--- config.mk ---
export PLATFORM = sky130hd
export DESIGN_NAME = store_buffer
export DESIGN_NICKNAME = d
export VERILOG_FILES = /design/src/rtl/store_buffer.sv
export SDC_FILE = /design/constraint.sdc
export NUM_CORES = 1
export LEC_CHECK = 0
export CORE_MARGIN = 4
export CORE_UTILIZATION = 35
export CTS_BUF_LIST = sky130_fd_sc_hd__clkbuf_8
export CTS_CLUSTER_DIAMETER = 80
export DETAILED_ROUTE_END_ITERATION = 10
export PLACE_DENSITY_LB_ADDON = 0.08
export SETUP_SLACK_MARGIN = 0.5
export SLEW_MARGIN = 0
export SYNTH_ARGS = -nofsm -noshare
export SYNTH_HDL_FRONTEND = slang
export SYNTH_SLANG_ARGS = --single-unit
export TNS_END_PERCENT = 5
--- constraint.sdc ---
create_clock -name clk -period 14.9 [get_ports clk]
set_input_delay 2.98 -clock clk [delete_from_list [all_inputs] [get_ports clk]]
set_output_delay 2.98 -clock clk [all_outputs]
set_load 0.05 [all_outputs]
--- src/rtl/store_buffer.sv ---
// Post-commit store queue: checks store alignment, lines up byte lanes on enqueue and
// drains entries in order over a req/addr_ok/data_ok bus, one transaction at a time.
module store_buffer #(
  parameter int DEPTH = 4,
  parameter int AW    = 32,
  parameter int DW    = 32
) (
  input  logic          clk,
  input  logic          rst,
  input  logic          st_valid,
  input  logic [AW-1:0] st_addr,
  input  logic [1:0]    st_size,
  input  logic [DW-1:0] st_data,
  output logic          st_ready,
  output logic          st_ale,
  input  logic [AW-1:0] ld_addr,
  output logic          ld_hit,
  output logic          sb_empty,
  output logic          data_req,
  output logic          data_wr,
  output logic [1:0]    data_size,
  output logic [AW-1:0] data_addr,
  output logic [3:0]    data_wstrb,
  output logic [DW-1:0] data_wdata,
  input  logic          data_addr_ok,
  input  logic          data_data_ok
);
  localparam int PW = (DEPTH > 1) ? $clog2(DEPTH) : 1;

  typedef enum logic {IDLE = 1'b0, WAIT_DATA = 1'b1} state_t;
  state_t state, state_nx;

  logic [AW-1:0] addr_q [DEPTH];
  logic [1:0]    size_q [DEPTH];
  logic [3:0]    strb_q [DEPTH];
  logic [DW-1:0] data_q [DEPTH];
  logic [PW-1:0] wptr, rptr;
  logic [PW:0]   count;

  logic          aligned, enq, pop;
  logic [3:0]    enq_strb;
  logic [DW-1:0] enq_data;
  logic [1:0]    unused_ld;

  assign unused_ld = ld_addr[1:0];

  always_comb begin
    aligned = 1'b0;
    case (st_size)
      2'd0:    aligned = 1'b1;
      2'd1:    aligned = ~st_addr[0];
      2'd2:    aligned = (st_addr[1:0] == 2'b00);
      default: aligned = 1'b0;
    endcase
  end

  always_comb begin
    enq_strb = 4'b1111;
    enq_data = st_data;
    case (st_size)
      2'd0: begin
        enq_strb = 4'b0001 << st_addr[1:0];
        enq_data = {24'b0, st_data[7:0]} << {st_addr[1:0], 3'b000};
      end
      2'd1: begin
        enq_strb = st_addr[1] ? 4'b1100 : 4'b0011;
        enq_data = st_addr[1] ? {st_data[15:0], 16'b0} : {16'b0, st_data[15:0]};
      end
      default: begin
        enq_strb = 4'b1111;
        enq_data = st_data;
      end
    endcase
  end

  assign st_ready = (count != (PW+1)'(DEPTH));
  assign st_ale   = st_valid && !aligned;
  assign enq      = st_valid && st_ready && aligned;
  assign data_req = (count != '0) && (state == IDLE);
  assign data_wr  = data_req;
  assign sb_empty = (count == '0) && (state == IDLE);

  assign data_addr  = addr_q[rptr];
  assign data_size  = size_q[rptr];
  assign data_wstrb = strb_q[rptr];
  assign data_wdata = data_q[rptr];

  always_ff @(posedge clk or posedge rst) begin
    if (rst) state <= IDLE;
    else     state <= state_nx;
  end

  always_comb begin
    state_nx = state;
    pop      = 1'b0;
    case (state)
      IDLE: begin
        if (data_req && data_addr_ok) begin
          if (data_data_ok) pop = 1'b1;
          else              state_nx = WAIT_DATA;
        end
      end
      WAIT_DATA: begin
        if (data_data_ok) begin
          pop      = 1'b1;
          state_nx = IDLE;
        end
      end
      default: state_nx = IDLE;
    endcase
  end

  always_ff @(posedge clk or posedge rst) begin
    if (rst) begin
      wptr  <= '0;
      rptr  <= '0;
      count <= '0;
      for (int i = 0; i < DEPTH; i++) begin
        addr_q[i] <= '0;
        size_q[i] <= '0;
        strb_q[i] <= '0;
        data_q[i] <= '0;
      end
    end else begin
      if (enq) begin
        addr_q[wptr] <= st_addr;
        size_q[wptr] <= st_size;
        strb_q[wptr] <= enq_strb;
        data_q[wptr] <= enq_data;
        wptr         <= wptr + 1'b1;
      end
      if (pop) rptr <= rptr + 1'b1;
      case ({enq, pop})
        2'b10:   count <= count + 1'b1;
        2'b01:   count <= count - 1'b1;
        default: count <= count;
      endcase
    end
  end

  // Entry i is live when its distance from the head is below the occupancy.
  always_comb begin
    logic [PW-1:0] ofs;
    ld_hit = 1'b0;
    ofs    = '0;
    for (int i = 0; i < DEPTH; i++) begin
      ofs = PW'(i) - rptr;
      if (({1'b0, ofs} < count) && (addr_q[i][AW-1:2] == ld_addr[AW-1:2]))
        ld_hit = 1'b1;
    end
  end

endmodule

==> metrics.md <==
| Metric | Value |
|---|---|
| Worst Hold Class | reg2reg |
| Met2 wire length | 20.4 mm |
| Mean area per synthesized cell | 13.7 sq um |
| DP Worst Slack | 5.99 ns |
| Reg2Reg Launch Point | count[0] |
| Synth Instances | 1072 |
| Max Used Layer | met5 |
| IO buf count | 176 |
| DRT Wirelength | 42.7 mm |
| Clock Latency Late Sink | 0.63 ns |
| Unrepaired setup endpoints after global routing | no |
| Hold Path Depth | 2 |
| Post-synthesis net count | 1185 |
| Post-DP HPWL | 28.2 mm |
| Most frequent cells in the layout | dfrtp_1 (286), clkdlybuf4s50_1 (176), mux2_2 (162) |
| First-pass GRT wire length | 64.2 mm |
| Remaining global-route overflow | 0 |
| Met3 WL post-DR | 2.03 mm |
| Yosys top cell area share | 49.0% |
| Tcrit/Tclk final | 60.0% |
| Initial antenna violation count | 2 |
| Final Wtd Congestion | 0.821 |
| Final nets | 1358 |
| CP Max Fanout | 4 |
| Final core occ | 42.9% |
| Resized Gates After CTS | 0 |
| Worst R2R Path Depth | 5 |
| CP endpoint | ld_hit |
| Arr. time, crit path | 5.96 ns |
| Fillers | 3891 |
| Commonest non-fill, non-tap cell in the layout | dfrtp_1 |
| Setup Buffers After CTS | 0 |
| DR vias | 9187 |
| Critical path type | in2out |
| Syn Std Cell Area | 14700 sq um |
| Type of element capturing the critical path | output port |
| Area grow syn2layout | 20.3% |
| Slew of the pin with the lowest slew margin | 1.07 ns |
| Die width | 213 microns |
| DP Area | 16800 sq um |
| Yosys top cell by area | dfrtp_1 |
| Vias in the first global route | 9866 |
| Hold_ws | 0.475 ns |
| Maximum capacitance violations | 0 |
| Met1 wire length | 19.3 mm |
| Ys flop type | dfrtp_1 |
| Core area | 41200 sq um |
| Clock tree sinks | 288 |
| Seq cells post-synth | 288 |
| Layout cells sized above 1 | 29.0% |
| PwrDens | 254 nW/um^2 |
| Status | finished, final reports clean |
| Worst Path Required | 11.92 ns |
| # IOs | 179 |
| Clk buf depth | 3 |
| Leakage | 7.70 nW |
| H-tree levels | 2 |
| WL per Instance | 23.6 microns |
| # diodes | 0 |
| DRC errors left | 0 |
| CP Launch Point | ld_addr[30] |
| DRT Pass-1 Iters | 4 |
| Reg-to-reg endpoint | addr_q[96] |
| Clk pin slew, worst setup/hold paths | 0.05 ns |
| Top post-synthesis cells by area | dfrtp_1 (49%), mux2_2 (12%), mux4_2 (11%) |
| Fmax | 112 MHz |
| GRT Total Usage | 18.9% |
| Final slew viol count | 0 |
| Final Hold Viols | 0 |
| Die height | 213 microns |
| R2R setup slack | 12.04 ns |
| Clock root cell | clkbuf_8 |
| Pin count of the biggest net entering global routing | 176 |
| DRT iter0 DRCs | 414 |
| CTS tree | built |
| CTS buffer count | 52 |
| Post-CTS Hold Fix Bufs | 0 |
| Synth warnings | 0 |
| Peak supply drop | 136 uV |
| Final clock skew | 0.0252 ns |
| Post-synth EDFFs | 0 |
| Via density per instance | 5.08 |
| Cells after DPL | 1723 |
| Die footprint | 45400 sq um |
| Cell area after layout | 17700 sq um |
| Final setup fails | 0 |
| Critical path startpoint category | input pin |
| Setup TNS | 0 ns |
| Synth cell types | 43 |
| Final min period | 8.94 ns |
| Setup WS post-layout | 5.96 ns |
| Cell row count | 74 |
| Post-Layout Cell Count | 1807 |
| PnR Total Power | 4.49 mW |
| Ys async rst share | 100% |
| Initial Utilization | 35.7% |
| Routed Antenna Nets | 0 |
| Relative slew margins | 28.4% |
| Seq/Total Area, Yosys | 49.0% |
==> flip-flops by register name, summed over array words and instances, names as in the netlist <==
name    count
addr_q    128
data_q    128
strb_q     16
size_q      8
count       3
rptr        2
wptr        2
state       1
==> logic make-up (layout without fill, tap and decap cells) <==
logic type,count (synthesis),in the layout,share of synthesized area (%)
compound gates,113,113,4.48
xor+xnor,127,127,7.56
fa+ha+maj,10,10,0.902
buf+inv,80,283,3.58
flops,288,288,49.0
mux,287,287,28.6
simple gates,167,167,5.83
==> layout make-up <==
class | instances | area, sq um | area share [%]
multi-input combinational | 704 | 6980 | 39.4
tap | 532 | 666 | 3.76
clock buffer | 60 | 826 | 4.67
sequential | 288 | 7210 | 40.8
inverter | 13 | 56.3 | 0.318
timing repair buffer | 186 | 1850 | 10.5
clock inverter | 24 | 101 | 0.573
==> routing by layer <==
layer,GRT usage (%),vias to the layer above
met5,0,-
met1,26.1,4685
met2,30.6,214
met3,3.73,76
li1,-,4208
met4,5.42,4
==> critical path, stage by stage <==
cell and delay (ns):
clkdlybuf4s50_1 0.52, xor2_1 0.21, nor4_1 0.73, nand3_1 0.15, a2111oi_0 0.32, or4_1 0.23
clkdlybuf4s50_1 0.81
==> Yosys cell counts, types with 5 or more instances <==
| library cell | number |
|---|---|
| a21oi_1 | 20 |
| ha_1 | 9 |
| xnor2_1 | 29 |
| mux2_2 | 162 |
| a22oi_1 | 8 |
| nand4_1 | 10 |
| inv_1 | 13 |
| buf_2 | 16 |
| nor4_1 | 22 |
| a22o_1 | 8 |
| o21ai_0 | 67 |
| xor2_1 | 98 |
| mux4_2 | 70 |
| clkbuf_1 | 22 |
| buf_12 | 6 |
| nand2_1 | 97 |
| buf_4 | 19 |
| nor2_1 | 6 |
| nor2b_1 | 5 |
| nand3b_1 | 7 |
| dfrtp_1 | 288 |
| mux2_4 | 52 |
==> report_power, final <==
part,switching [mW],internal [mW],total (mW)
Sequential,0.297,1.16,1.45
Combinational,1.31,1.03,2.34
Clock,0.334,0.361,0.694
==> worst min-delay path by stage <==
stage / from / to / slack (ns)
floorplan: strb_q[6] / strb_q[6] / 0.44
finish: data_q[33] / data_q[33] / 0.48
CTS: data_q[34] / data_q[34] / 0.48
detailed placement: data_q[34] / data_q[34] / 0.47
global placement: data_q[110] / data_q[110] / 0.46
global route: data_q[56] / data_q[56] / 0.50
(Power assumes the default switching activity.)
